===== src/rtl/rl_stage_sequencer.sv =====
// Round sequencer: starts each unmasked stage in order and grants it the shared memory port.
// Optional per-stage watchdog is enabled by defining SEQ_WATCHDOG_EN.
module rl_stage_sequencer #(
  parameter int unsigned NUM_STAGES = 4,
  parameter int unsigned ADDR_W     = 11,
  parameter int unsigned WORD_W     = 16,
  parameter int unsigned WDT_CYCLES = 1023,
  localparam int unsigned IdxW = (NUM_STAGES > 1) ? $clog2(NUM_STAGES) : 1
) (
  input  logic                         clock,
  input  logic                         rst,
  input  logic                         en,
  input  logic                         round_start,
  input  logic [NUM_STAGES-1:0]        skip_mask,
  output logic [NUM_STAGES-1:0]        stage_start,
  input  logic [NUM_STAGES-1:0]        stage_done,
  input  logic [NUM_STAGES*ADDR_W-1:0] stage_addr,
  input  logic [NUM_STAGES-1:0]        stage_wr_en,
  input  logic [NUM_STAGES*WORD_W-1:0] stage_wdata,
  output logic [ADDR_W-1:0]            mem_addr,
  output logic                         mem_wr_en,
  output logic [WORD_W-1:0]            mem_wdata,
  output logic [IdxW-1:0]              cur_stage,
  output logic                         busy,
  output logic                         round_done,
  output logic                         timeout_err
);

  typedef enum logic [2:0] {StIdle, StScan, StLaunch, StWait, StFinish} state_e;

  state_e                state_q, state_d;
  logic [IdxW-1:0]       idx_q, idx_d;
  logic [NUM_STAGES-1:0] mask_q, mask_d;
  logic [IdxW-1:0]       scan_idx;
  logic                  scan_found;
  logic                  granted;

`ifdef SEQ_WATCHDOG_EN
  localparam int unsigned WdtW = $clog2(WDT_CYCLES + 1);
  logic [WdtW-1:0] wdt_q, wdt_d;
  logic            timeout_q, timeout_d;
`endif

  always_ff @(posedge clock) begin
    if (rst) begin
      state_q   <= StIdle;
      idx_q     <= '0;
      mask_q    <= '0;
`ifdef SEQ_WATCHDOG_EN
      wdt_q     <= '0;
      timeout_q <= 1'b0;
`endif
    end else begin
      state_q   <= state_d;
      idx_q     <= idx_d;
      mask_q    <= mask_d;
`ifdef SEQ_WATCHDOG_EN
      wdt_q     <= wdt_d;
      timeout_q <= timeout_d;
`endif
    end
  end

  // Lowest unmasked stage at or above the current index.
  always_comb begin
    scan_found = 1'b0;
    scan_idx   = idx_q;
    for (int i = int'(NUM_STAGES) - 1; i >= 0; i--) begin
      if (i >= int'(idx_q) && !mask_q[i]) begin
        scan_found = 1'b1;
        scan_idx   = IdxW'(i);
      end
    end
  end

  always_comb begin
    state_d = state_q;
    idx_d   = idx_q;
    mask_d  = mask_q;
`ifdef SEQ_WATCHDOG_EN
    wdt_d     = wdt_q;
    timeout_d = timeout_q;
`endif
    case (state_q)
      StIdle: begin
        if (en && round_start) begin
          mask_d  = skip_mask;
          idx_d   = '0;
          state_d = StScan;
`ifdef SEQ_WATCHDOG_EN
          timeout_d = 1'b0;
`endif
        end
      end
      StScan: begin
        if (scan_found) begin
          idx_d   = scan_idx;
          state_d = StLaunch;
        end else begin
          state_d = StFinish;
        end
      end
      StLaunch: begin
        state_d = StWait;
`ifdef SEQ_WATCHDOG_EN
        wdt_d = '0;
`endif
      end
      StWait: begin
        if (stage_done[idx_q]) begin
          if (idx_q == IdxW'(NUM_STAGES - 1)) begin
            state_d = StFinish;
          end else begin
            idx_d   = idx_q + 1'b1;
            state_d = StScan;
          end
        end
`ifdef SEQ_WATCHDOG_EN
        else if (wdt_q == WdtW'(WDT_CYCLES - 1)) begin
          timeout_d = 1'b1;
          if (idx_q == IdxW'(NUM_STAGES - 1)) begin
            state_d = StFinish;
          end else begin
            idx_d   = idx_q + 1'b1;
            state_d = StScan;
          end
        end else begin
          wdt_d = wdt_q + 1'b1;
        end
`endif
      end
      StFinish: state_d = StIdle;
      default:  state_d = StIdle;
    endcase
    // Dropping en aborts the round from any active state.
    if (!en && state_q != StIdle) begin
      state_d = StIdle;
    end
  end

  always_comb begin
    granted     = (state_q == StLaunch) || (state_q == StWait);
    stage_start = '0;
    if (state_q == StLaunch && en) begin
      stage_start[idx_q] = 1'b1;
    end
    mem_addr   = '0;
    mem_wdata  = '0;
    mem_wr_en  = 1'b0;
    if (granted) begin
      mem_addr  = stage_addr[int'(idx_q)*ADDR_W +: ADDR_W];
      mem_wdata = stage_wdata[int'(idx_q)*WORD_W +: WORD_W];
      mem_wr_en = stage_wr_en[idx_q] && en;
    end
    cur_stage  = idx_q;
    busy       = (state_q != StIdle);
    round_done = (state_q == StFinish) && en;
`ifdef SEQ_WATCHDOG_EN
    timeout_err = timeout_q;
`else
    timeout_err = 1'b0;
`endif
  end

endmodule


===== config.mk =====
export PLATFORM = sky130hd
export DESIGN_NAME = rl_stage_sequencer
export DESIGN_NICKNAME = d
export VERILOG_FILES = /design/src/rtl/rl_stage_sequencer.sv
export SDC_FILE = /design/constraint.sdc
export NUM_CORES = 1
export LEC_CHECK = 0
export BUFFER_PORTS_ARGS = -buffer_cell sky130_fd_sc_hd__buf_2
export CAP_MARGIN = 20
export CORE_MARGIN = 5
export CORE_UTILIZATION = 35
export DETAILED_ROUTE_END_ITERATION = 12
export GPL_ROUTABILITY_DRIVEN = 0
export PLACE_DENSITY = 0.85
export SLEW_MARGIN = 20
export SYNTH_ARGS = -nofsm -noshare
export SYNTH_HDL_FRONTEND = slang
export SYNTH_SLANG_ARGS = --single-unit

===== constraint.sdc =====
create_clock -name clock -period 2.6 [get_ports clock]
set_input_delay 0.26 -clock clock [delete_from_list [all_inputs] [get_ports clock]]
set_output_delay 0.26 -clock clock [all_outputs]
set_load 0.02 [all_outputs]

==> flow_results.xml, run 1 <==
<?xml version="1.0" encoding="UTF-8"?>
<metrics>
  <group name="synthesis">
    <metric name="synthFlopType" unit="">sky130_fd_sc_hd__dfxtp_1</metric>
    <metric name="synth.yosys.seq_area_share" unit="%">12.4</metric>
    <metric name="synth_seq_cells" unit="">9</metric>
    <metric name="syn_inst" unit="">138</metric>
    <metric name="netlist_area" unit="mm^2">0.00146</metric>
    <metric name="synth_enable_flop_cells" unit="">0</metric>
    <metric name="ys_warn_count" unit="">0</metric>
    <metric name="asyncSetResetFlopFracSynth" unit="%">0</metric>
    <metric name="syn_avg_cell_area" unit="um^2">10.6</metric>
    <metric name="post_synth_num_cell_types" unit="">28</metric>
    <metric name="synthesis.nets" unit="">266</metric>
  </group>
  <group name="cts">
    <metric name="post_cts_hold_buffer_count" unit="">0</metric>
    <metric name="clock_insertion_delay_worst_skew" unit="ns">0.24</metric>
    <metric name="postCtsSetupBuffers" unit="">0</metric>
    <metric name="cts_resized" unit="">0</metric>
    <metric name="path_clk_slew" unit="ns">0.05</metric>
    <metric name="cts_inserted_buffers" unit="">3</metric>
    <metric name="numClockSinks" unit="">9</metric>
    <metric name="clock-root-buffer" unit="">sky130_fd_sc_hd__clkbuf_8</metric>
    <metric name="ctsLongestPathBuffers" unit="">2</metric>
    <metric name="h-tree-depth" unit="">1</metric>
    <metric name="tritoncts" unit="">yes</metric>
  </group>
  <group name="global_route">
    <metric name="groute.usage.overall" unit="%">18.6</metric>
    <metric name="grt_pass1_wl" unit="mm">7.92</metric>
    <metric name="antenna_found_initial" unit="">0</metric>
    <metric name="first_global_vias" unit="">1796</metric>
    <metric name="grt_max_degree" unit="">31</metric>
    <metric name="gr-total-overflow" unit="">0</metric>
  </group>
  <group name="power">
    <metric name="final_total_pwr" unit="mW">0.572</metric>
    <metric name="power_density" unit="mW/mm^2">244</metric>
    <metric name="vdd_drop_max" unit="mV">0.163</metric>
    <metric name="p_leak" unit="nW">1.15</metric>
  </group>
  <group name="detailed_routing">
    <metric name="vias" unit="">1764</metric>
    <metric name="postRouteAntennaNets" unit="">0</metric>
    <metric name="wirelength" unit="mm">5.65</metric>
    <metric name="drt_first_iter_violations" unit="">34</metric>
    <metric name="post_drt_via_cell_ratio" unit="">5.13</metric>
    <metric name="average_wire_per_cell_in_the_routed_design" unit="um">16.4</metric>
    <metric name="drc" unit="">0</metric>
    <metric name="drt_first_pass_iters" unit="">4</metric>
  </group>
  <group name="die">
    <metric name="io_pins" unit="">161</metric>
    <metric name="fp.dieH" unit="um">74.5</metric>
    <metric name="initial_core_util" unit="%">36.1</metric>
    <metric name="core_area" unit="mm^2">0.00403</metric>
    <metric name="die_w" unit="um">74.5</metric>
    <metric name="die-area" unit="mm^2">0.00555</metric>
    <metric name="fp-row-count" unit="">23</metric>
  </group>
  <group name="finish">
    <metric name="syn_to_final_growth" unit="%">61.2</metric>
    <metric name="post_route_cells_drive_above_1_share" unit="%">67.7</metric>
    <metric name="num-fill-cells" unit="">376</metric>
    <metric name="num_antenna_cells" unit="">0</metric>
    <metric name="area_of_combinational_cells_with_multiple_inputs" unit="mm^2">0.00121</metric>
    <metric name="sequential_cell_area" unit="um^2">181</metric>
    <metric name="nets" unit="">423</metric>
  </group>
  <group name="timing">
    <metric name="finClkSkew" unit="ns">0.00485</metric>
    <metric name="layout_worst_path_cycle_share" unit="%">87.4</metric>
    <metric name="finalSetupViolations" unit="">0</metric>
    <metric name="final_critical_path_setup_slack" unit="ns">0.327</metric>
    <metric name="maxClockFrequency" unit="MHz">440</metric>
    <metric name="grt_setup_unrepaired" unit="">no</metric>
    <metric name="total_negative_setup_slack" unit="ns">0</metric>
    <metric name="timing_hold_violations_final" unit="">0</metric>
    <metric name="layout_min_cycle_time" unit="ns">2.27</metric>
    <metric name="slew_viol_final" unit="">0</metric>
  </group>
  <group name="run">
    <metric name="drv_cap" unit="">0</metric>
  </group>
  <group name="min_path">
    <metric name="type_of_the_tightest_min_delay_check" unit="">input port to flop</metric>
  </group>
  <group name="critical_path">
    <metric name="worst_ep_required" unit="ns">2.34</metric>
    <metric name="worstSetupPathType" unit="">flop to primary output</metric>
    <metric name="cp_max_fo" unit="">15</metric>
    <metric name="critical_path_arrival" unit="ns">2.01</metric>
    <metric name="cp-end-kind" unit="">primary output</metric>
    <metric name="worstSetupStartpointType" unit="">flop</metric>
  </group>
  <group name="placed_design">
    <metric name="detailed_place_hpwl" unit="mm">4.79</metric>
    <metric name="buffer_ports.inserted" unit="">159</metric>
    <metric name="post-place-ws" unit="ns">0.465</metric>
  </group>
  <group name="run_status">
    <metric name="result_of_the_run" unit="">finished clean</metric>
  </group>
</metrics>
critical path, stage by stage (launching register included):
cell,delay (ns)
sky130_fd_sc_hd__dfxtp_2,0.60
sky130_fd_sc_hd__buf_4,0.32
sky130_fd_sc_hd__mux4_2,0.51
sky130_fd_sc_hd__and4b_1,0.19
sky130_fd_sc_hd__buf_2,0.16
final timing paths:
kind | startpoint | to | slack [ns] | depth (start not counted)
setup / recovery | cur_stage[0] | mem_wr_en | 0.33 | 4
hold / removal | skip_mask[1] | mask_q[1] | 0.27 | 3
setup reg to reg | cur_stage[0] | cur_stage[0] | 0.48 | 6
hold reg to reg | mask_q[0] | mask_q[0] | 0.50 | 2
where the power goes:
part	switching (mW)	total (mW)	internal (mW)
logic	0.106	0.249	0.144
clock network	0.0615	0.166	0.105
registers	0.0119	0.156	0.145
total	0.179	0.572	0.393
synthesized netlist by cell type (3+ instances only):
cell	instances	area share (%)
sky130_fd_sc_hd__clkbuf_1	7	1.8
sky130_fd_sc_hd__nand2b_1	3	1.3
sky130_fd_sc_hd__ha_1	4	3.4
sky130_fd_sc_hd__inv_1	3	0.77
sky130_fd_sc_hd__nor2b_1	28	12
sky130_fd_sc_hd__a21oi_1	4	1.4
sky130_fd_sc_hd__mux2i_1	5	3.4
sky130_fd_sc_hd__dfxtp_1	9	12
sky130_fd_sc_hd__nand2_1	6	1.5
sky130_fd_sc_hd__nor2_1	11	2.8
sky130_fd_sc_hd__and2_1	4	1.7
sky130_fd_sc_hd__mux4_2	29	45
sky130_fd_sc_hd__o21ai_0	4	1.4
sky130_fd_sc_hd__buf_2	3	1.0
routing by layer:
metal	vias up	GRT usage (%)	share of wire, %
li1	833	-	-
met1	816	21.2	34
met2	106	34.3	53
met3	9	3.92	12
met4	0	5.73	1.6
met5	-	0	0
layout make-up:
| cell class | instances | share of cell area [%] |
|---|---|---|
| Clock inverter | 1 | 0.213 |
| Inverter | 3 | 0.480 |
| Timing Repair Buffer | 164 | 35.5 |
| Clock buffer | 3 | 1.76 |
| Multi-Input combinational cell | 114 | 51.7 |
| Tap cell | 50 | 2.67 |
| Sequential cell | 9 | 7.73 |
per-stage QoR:
step | utilization (%) | std cells | cell area [um^2] | hold WS (ns)
4_1_cts | 58.3 | 344 | 2350 | 0.265
5_1_grt | 58.3 | 344 | 2350 | 0.275
3_3_place_gp | 57.1 | 340 | 2300 | 0.471
2_1_floorplan | - | 138 | 1460 | 0.332
6_report | 58.3 | 344 | 2350 | 0.266
3_5_place_dp | 57.1 | 340 | 2300 | 0.490
layout by cell type (no fill, tap or decap), types with 2 or more instances in the layout:
cell,n
sky130_fd_sc_hd__buf_2,159
sky130_fd_sc_hd__mux4_2,29
sky130_fd_sc_hd__nor2b_1,28
sky130_fd_sc_hd__nor2_1,11
sky130_fd_sc_hd__dfxtp_1,8
sky130_fd_sc_hd__nand2_1,6
sky130_fd_sc_hd__mux2i_1,5
sky130_fd_sc_hd__buf_4,5
sky130_fd_sc_hd__and2_1,4
sky130_fd_sc_hd__o21ai_0,4
sky130_fd_sc_hd__a21oi_1,4
sky130_fd_sc_hd__ha_1,4
sky130_fd_sc_hd__inv_1,3
sky130_fd_sc_hd__nand2b_1,3
sky130_fd_sc_hd__clkbuf_8,3
sky130_fd_sc_hd__nor3b_1,2
sky130_fd_sc_hd__nand3_1,2
sky130_fd_sc_hd__nand3b_1,2
sky130_fd_sc_hd__o21a_1,2
kinds of logic after synthesis:
group,share of synthesized area [%]
flip-flops,12.4
multiplexers,49.1
buffers and inverters,4.38
other,0.257
adder cells (fa/ha/maj),3.44
AND/OR/NAND/NOR,23.9
AO/OA/AOI/OAI,6.62
sequential cells by signal, summed over array words and instances (netlist names):
name and count:
mask_q 4, state_q 3, cur_stage 2
No activity file was read; power rests on OpenSTA's default activity.
==> run 2: changes to the inputs <==
Settings changed: GPL_TIMING_DRIVEN set to 0.
==> run 2 against run 1 <==
Non-clock buffer count rose by 6. Final cell count up 1.7%. Flip-flop and latch count is the same. Wire length up 2.2%. Sequential power is 4% lower. Total power is 0.22% higher. Critical endpoint is now cur_stage[0]. Largest power group unchanged.
==> flow_results.xml, run 2 (synthesized netlist as in run 1, its figures left out) <==
<?xml version="1.0" encoding="UTF-8"?>
<metrics>
  <group name="min_path">
    <metric name="timing.hold.worst.start" unit="">skip_mask[1]</metric>
    <metric name="min_delay_path_depth" unit="">3</metric>
    <metric name="type_of_the_tightest_min_delay_check" unit="">input port to flop</metric>
    <metric name="whs_endpoint" unit="">mask_q[1]</metric>
  </group>
  <group name="detailed_routing">
    <metric name="vias" unit="">1794</metric>
    <metric name="drc" unit="">0</metric>
    <metric name="drt_first_iter_violations" unit="">47</metric>
    <metric name="wirelength" unit="mm">5.77</metric>
    <metric name="average_wire_per_cell_in_the_routed_design" unit="um">16.5</metric>
    <metric name="drt_first_pass_iters" unit="">4</metric>
    <metric name="postRouteAntennaNets" unit="">0</metric>
    <metric name="post_drt_via_cell_ratio" unit="">5.13</metric>
  </group>
  <group name="timing">
    <metric name="max-slew-margin-rel" unit="%">61.0</metric>
    <metric name="layout_min_cycle_time" unit="ns">2.33</metric>
    <metric name="slew_viol_final" unit="">0</metric>
    <metric name="total_negative_setup_slack" unit="ns">0</metric>
    <metric name="finClkSkew" unit="ns">0.00312</metric>
    <metric name="layout_worst_path_cycle_share" unit="%">89.6</metric>
    <metric name="hold-worst-slack" unit="ns">0.269</metric>
    <metric name="finalSetupViolations" unit="">0</metric>
    <metric name="grt_setup_unrepaired" unit="">no</metric>
    <metric name="timing_worst_slew_pin_value" unit="ns">0.585</metric>
    <metric name="maxClockFrequency" unit="MHz">429</metric>
    <metric name="timing_hold_violations_final" unit="">0</metric>
  </group>
  <group name="power">
    <metric name="power.clock.fraction" unit="%">28.4</metric>
    <metric name="psw" unit="mW">0.176</metric>
    <metric name="power_density" unit="mW/mm^2">243</metric>
    <metric name="p_int" unit="mW">0.397</metric>
    <metric name="power.sequential.fraction" unit="%">26.1</metric>
    <metric name="p_leak" unit="nW">1.15</metric>
    <metric name="power.combinational.fraction" unit="%">45.5</metric>
    <metric name="switching_share" unit="%">30.7</metric>
    <metric name="vdd_drop_max" unit="mV">0.248</metric>
  </group>
  <group name="global_route">
    <metric name="grt_max_degree" unit="">11</metric>
    <metric name="antenna_found_initial" unit="">0</metric>
    <metric name="groute.usage.overall" unit="%">19.7</metric>
    <metric name="grt_pass1_wl" unit="mm">8.47</metric>
    <metric name="gr-total-overflow" unit="">0</metric>
    <metric name="first_global_vias" unit="">1859</metric>
  </group>
  <group name="critical_path">
    <metric name="reg2reg_depth" unit="">8</metric>
    <metric name="critical_path_arrival" unit="ns">2.44</metric>
    <metric name="cp_max_fo" unit="">19</metric>
    <metric name="regToRegSetupSlack" unit="ns">0.27</metric>
    <metric name="worst_ep_required" unit="ns">2.72</metric>
    <metric name="worstSetupStartpointType" unit="">flop</metric>
    <metric name="regToRegStartpoint" unit="">cur_stage[0]</metric>
    <metric name="cp-end-kind" unit="">flop</metric>
    <metric name="worstSetupPathType" unit="">flop to flop</metric>
    <metric name="rr_endpoint" unit="">cur_stage[0]</metric>
  </group>
  <group name="cts">
    <metric name="postCtsSetupBuffers" unit="">0</metric>
    <metric name="path_clk_slew" unit="ns">0.04</metric>
    <metric name="ctsLongestPathBuffers" unit="">2</metric>
    <metric name="h-tree-depth" unit="">1</metric>
    <metric name="numClockSinks" unit="">9</metric>
    <metric name="clock_insertion_delay_worst_skew" unit="ns">0.23</metric>
    <metric name="clock-root-buffer" unit="">sky130_fd_sc_hd__clkbuf_8</metric>
    <metric name="post_cts_hold_buffer_count" unit="">0</metric>
    <metric name="tritoncts" unit="">yes</metric>
    <metric name="cts_inserted_buffers" unit="">3</metric>
  </group>
  <group name="placed_design">
    <metric name="detailed_place_hpwl" unit="mm">5.09</metric>
    <metric name="buffer_ports.inserted" unit="">159</metric>
  </group>
  <group name="die">
    <metric name="io_pins" unit="">161</metric>
    <metric name="die-area" unit="mm^2">0.00555</metric>
    <metric name="initial_core_util" unit="%">36.1</metric>
    <metric name="die_w" unit="um">74.5</metric>
    <metric name="core_area" unit="mm^2">0.00403</metric>
    <metric name="fp-row-count" unit="">23</metric>
    <metric name="fp.dieH" unit="um">74.5</metric>
  </group>
  <group name="finish">
    <metric name="most_used_cells_in_the_layout_excluding_fill_and_tap_cells" unit="">sky130_fd_sc_hd__buf_2, sky130_fd_sc_hd__mux4_2, sky130_fd_sc_hd__nor2b_1</metric>
    <metric name="number_of_flip_flops_in_the_largest_register" unit="">4</metric>
    <metric name="layout.cells.most_common" unit="">sky130_fd_sc_hd__buf_2</metric>
    <metric name="nets" unit="">429</metric>
    <metric name="num_antenna_cells" unit="">0</metric>
    <metric name="syn_to_final_growth" unit="%">61.9</metric>
    <metric name="largest-register" unit="">mask_q</metric>
    <metric name="post_route_cells_drive_above_1_share" unit="%">65.3</metric>
  </group>
  <group name="run">
    <metric name="drv_cap" unit="">0</metric>
  </group>
  <group name="run_status">
    <metric name="result_of_the_run" unit="">finished clean</metric>
  </group>
</metrics>
==> run 2: changes by cell type in the layout (fill, tap and decap cells not counted), sizes merged <==
cell | before | now
buf | 164 | 162
clkinv | 1 | 0
clkbuf | 3 | 12
==> run 2: worst max path at each step <==
stage | start | end
2_1_floorplan | cur_stage[0] | cur_stage[0]
3_3_place_gp | cur_stage[0] | cur_stage[0]
3_5_place_dp | cur_stage[0] | cur_stage[0]
4_1_cts | cur_stage[0] | cur_stage[0]
5_1_grt | cur_stage[0] | cur_stage[0]
6_report | cur_stage[0] | cur_stage[0]
==> run 2: metal layers <==
| metal | GRT usage, % | wire length, um | vias up |
|---|---|---|---|
| met2 | 36.3 | 3040 | 111 |
| met1 | 22.6 | 1960 | 824 |
| met4 | 4.35 | 98 | 0 |
| met3 | 5.54 | 675 | 12 |
| li1 | - | - | 847 |
| met5 | 0 | 0 | - |
==> run 2: cell type report <==
class                      count  area (um^2)
multi-input combinational    114         1210
sequential                     9          180
fill                         364         1670
tap                           50         62.6
clock buffer                   4         45.0
timing repair buffer         159          796
inverter                       3         11.3
buffer                        11         51.3
==> run 2: through the flow <==
| step | util, % | total power, mW | setup WS (ns) | instances | area, um^2 |
|---|---|---|---|---|---|
| final | 58.5 | 0.574 | 0.272 | 350 | 2360 |
| after global placement | 57.5 | 0.406 | -0.0493 | 347 | 2310 |
| after CTS | 58.6 | 0.581 | 0.0121 | 351 | 2360 |
| after detailed placement | 57.5 | 0.414 | -0.110 | 347 | 2310 |
| after floorplan | - | 0.285 | 0.135 | 138 | 1460 |
| after global routing | 58.5 | 0.612 | 0.0355 | 350 | 2360 |
==> run 2: repair_timing <==
item	in CTS	in global routing
cloned	0	0
gates resized for setup	1	1
endpoints found under the setup margin	5	7
pin swaps	0	0
==> run 2: power by group through the flow <==
stage,Clock (mW),Sequential (mW),Combinational (mW)
3_5_place_dp,0,0.152,0.262
2_1_floorplan,0,0.151,0.134
5_1_grt,0.176,0.150,0.286
4_1_cts,0.168,0.149,0.263
3_3_place_gp,0,0.152,0.254
6_report,0.163,0.150,0.261
==> run 2: worst max-delay path, stage by stage, from the launching register on <==
cell and delay, ns:
sky130_fd_sc_hd__dfxtp_1 0.45, sky130_fd_sc_hd__buf_4 0.40, sky130_fd_sc_hd__inv_1 0.17, sky130_fd_sc_hd__ha_1 0.24
sky130_fd_sc_hd__nand2b_1 0.11, sky130_fd_sc_hd__o211ai_1 0.14, sky130_fd_sc_hd__nor2_1 0.25, sky130_fd_sc_hd__a2111oi_4 0.13
sky130_fd_sc_hd__mux2_1 0.33
==> run 3: changes to the inputs <==
Settings changed: BUFFER_PORTS_ARGS -buffer_cell sky130_fd_sc_hd__buf_2 to -buffer_cell sky130_fd_sc_hd__clkbuf_2, CORE_MARGIN 5 to 2, PLACE_DENSITY 0.85 to 0.89.
==> run 3 against run 2 <==
Total power rose by 1.2%. Non-clock buffer count rose by 1. Combinational power about the same. First-iteration DRC count unchanged. Flip-flop and latch count is the same. Register-to-register slack got worse by 0.05 ns. Clock-buffer cell count stayed put. Clock skew decreased by 0.0027 ns. Wire length is 5.1% lower. Critical path depth rose by 1. Final area up 0.42%.
==> flow_results.xml, run 3 (synthesized netlist as in run 1, its figures left out) <==
<?xml version="1.0" encoding="UTF-8"?>
<metrics>
  <group name="cts">
    <metric name="clock-root-buffer" unit="">sky130_fd_sc_hd__clkbuf_8</metric>
    <metric name="tritoncts" unit="">yes</metric>
    <metric name="path_clk_slew" unit="ns">0.05</metric>
    <metric name="clock_insertion_delay_worst_skew" unit="ns">0.23</metric>
    <metric name="post_cts_hold_buffer_count" unit="">0</metric>
    <metric name="h-tree-depth" unit="">1</metric>
    <metric name="ctsLongestPathBuffers" unit="">2</metric>
    <metric name="cts_inserted_buffers" unit="">3</metric>
    <metric name="numClockSinks" unit="">9</metric>
  </group>
  <group name="critical_path">
    <metric name="worst_ep_required" unit="ns">2.72</metric>
    <metric name="timing.critical_path.cells" unit="">buf_4 -&gt; buf_4 -&gt; inv_1 -&gt; ha_1 -&gt; nand2b_1 -&gt; o211ai_1 -&gt; nor2_2 -&gt; a2111oi_4 -&gt; mux2_1</metric>
    <metric name="cp_max_fo" unit="">10</metric>
    <metric name="cpMaxStageDelayCell" unit="">sky130_fd_sc_hd__a2111oi_4</metric>
    <metric name="cp-end-kind" unit="">flop</metric>
    <metric name="worstSetupStartpointType" unit="">flop</metric>
    <metric name="worstSetupPathType" unit="">flop to flop</metric>
    <metric name="critical_path_arrival" unit="ns">2.50</metric>
    <metric name="crit_top_cell" unit="">sky130_fd_sc_hd__buf_4</metric>
    <metric name="max_stage_delay" unit="ns">0.42</metric>
  </group>
  <group name="timing">
    <metric name="slew_viol_final" unit="">0</metric>
    <metric name="maxClockFrequency" unit="MHz">421</metric>
    <metric name="timing_worst_slew_pin_value" unit="ns">0.585</metric>
    <metric name="layout_min_cycle_time" unit="ns">2.38</metric>
    <metric name="layout_worst_path_cycle_share" unit="%">91.4</metric>
    <metric name="timing_hold_violations_final" unit="">0</metric>
    <metric name="max-slew-margin-rel" unit="%">61.0</metric>
    <metric name="finalSetupViolations" unit="">0</metric>
    <metric name="finClkSkew" unit="ns">0.000451</metric>
    <metric name="grt_setup_unrepaired" unit="">no</metric>
  </group>
  <group name="detailed_routing">
    <metric name="drt_first_pass_iters" unit="">4</metric>
    <metric name="drc" unit="">0</metric>
    <metric name="average_wire_per_cell_in_the_routed_design" unit="um">15.6</metric>
    <metric name="drt_first_iter_violations" unit="">47</metric>
    <metric name="postRouteAntennaNets" unit="">0</metric>
    <metric name="wirelength" unit="mm">5.48</metric>
    <metric name="vias" unit="">1815</metric>
    <metric name="post_drt_via_cell_ratio" unit="">5.17</metric>
  </group>
  <group name="die">
    <metric name="fp-row-count" unit="">23</metric>
    <metric name="die_w" unit="um">68.5</metric>
    <metric name="io_pins" unit="">161</metric>
    <metric name="initial_core_util" unit="%">36.4</metric>
    <metric name="core_area" unit="mm^2">0.00400</metric>
    <metric name="fp.dieH" unit="um">68.5</metric>
    <metric name="die-area" unit="mm^2">0.00469</metric>
  </group>
  <group name="finish">
    <metric name="largest-register" unit="">mask_q</metric>
    <metric name="final_cell_area" unit="mm^2">0.00237</metric>
    <metric name="number_of_flip_flops_in_the_largest_register" unit="">4</metric>
    <metric name="num_antenna_cells" unit="">0</metric>
    <metric name="layout.cells.most_common" unit="">sky130_fd_sc_hd__clkbuf_2</metric>
    <metric name="utilization_after_layout" unit="%">59.2</metric>
    <metric name="nets" unit="">430</metric>
    <metric name="most_used_cells_in_the_layout_excluding_fill_and_tap_cells" unit="">sky130_fd_sc_hd__clkbuf_2, sky130_fd_sc_hd__mux4_2, sky130_fd_sc_hd__nor2b_1</metric>
    <metric name="post_route_cells_drive_above_1_share" unit="%">65.8</metric>
    <metric name="syn_to_final_growth" unit="%">62.6</metric>
    <metric name="finalNonFillerCells" unit="">351</metric>
    <metric name="num-fill-cells" unit="">366</metric>
  </group>
  <group name="min_path">
    <metric name="type_of_the_tightest_min_delay_check" unit="">input port to flop</metric>
  </group>
  <group name="power">
    <metric name="power_density" unit="mW/mm^2">245</metric>
    <metric name="p_leak" unit="nW">1.15</metric>
    <metric name="vdd_drop_max" unit="mV">0.243</metric>
  </group>
  <group name="global_route">
    <metric name="gr-total-overflow" unit="">0</metric>
    <metric name="grt_pass1_wl" unit="mm">7.36</metric>
    <metric name="grt_max_degree" unit="">11</metric>
    <metric name="antenna_found_initial" unit="">0</metric>
    <metric name="groute.usage.overall" unit="%">20.6</metric>
    <metric name="first_global_vias" unit="">1722</metric>
  </group>
  <group name="placed_design">
    <metric name="detailed_place_hpwl" unit="mm">4.83</metric>
    <metric name="postPlaceCellArea" unit="mm^2">0.00231</metric>
    <metric name="placed_instance_count" unit="">347</metric>
    <metric name="buffer_ports.inserted" unit="">159</metric>
  </group>
  <group name="run">
    <metric name="drv_cap" unit="">0</metric>
  </group>
  <group name="run_status">
    <metric name="result_of_the_run" unit="">finished clean</metric>
  </group>
</metrics>
[run 3: layout make-up]
type	count	area (um^2)	area share, %
inverters	3	11.3	0.475
well taps	50	62.6	2.64
clock buffers	4	45.0	1.90
repair buffers	159	796	33.6
multi-input cells	114	1210	51.3
flip-flops and latches	9	180	7.61
plain buffers	12	58.8	2.48
[run 3: metrics by stage]
step / TNS, ns / total power, mW / hold WS [ns] / setup slack, ns
2_1_floorplan: 0 / 0.285 / 0.332 / 0.135
3_3_place_gp: -0.0505 / 0.408 / 0.475 / -0.0505
3_5_place_dp: -0.132 / 0.414 / 0.497 / -0.132
4_1_cts: 0 / 0.582 / 0.268 / 0.0118
5_1_grt: 0 / 0.617 / 0.275 / 0.0387
6_report: 0 / 0.580 / 0.264 / 0.222
[run 3: worst max-delay path: cells and delay by family (launching register included)]
kind | cells | cell delay [ns]
and+or+nand+nor | 2 | 0.19
DFF | 1 | 0.38
AOI/OAI and AO/OA | 2 | 0.58
adders and majority gates | 1 | 0.18
muxes | 1 | 0.36
buffers and inverters | 3 | 0.57
[run 3: timing repair]
item	CTS	global route
setup endpoints to repair	7	7
hold endpoints to repair	0	0
setup buffers	0	0
gates resized for setup	1	4
[run 3: power breakdown]
group	switching (mW)	internal [mW]	total (mW)
sequential	0.00504	0.145	0.150
combinational	0.117	0.146	0.263
clock	0.0600	0.107	0.167
[run 3: final timing paths]
path / start / to / slack [ns] / cells past startpoint
worst max-delay path: cur_stage[0] / cur_stage[0] / 0.22 / 9
worst min-delay path: skip_mask[2] / mask_q[2] / 0.26 / 3
worst max register to register: cur_stage[0] / cur_stage[0] / 0.22 / 9
worst min register to register: mask_q[0] / mask_q[0] / 0.50 / 2
[run 3: layer usage]
layer,vias up,part of all wire [%],track usage (%)
li1,847,-,-
met1,866,37,25.2
met2,97,54,38.0
met3,5,9.1,3.08
met4,0,0.73,4.50
met5,-,0,0
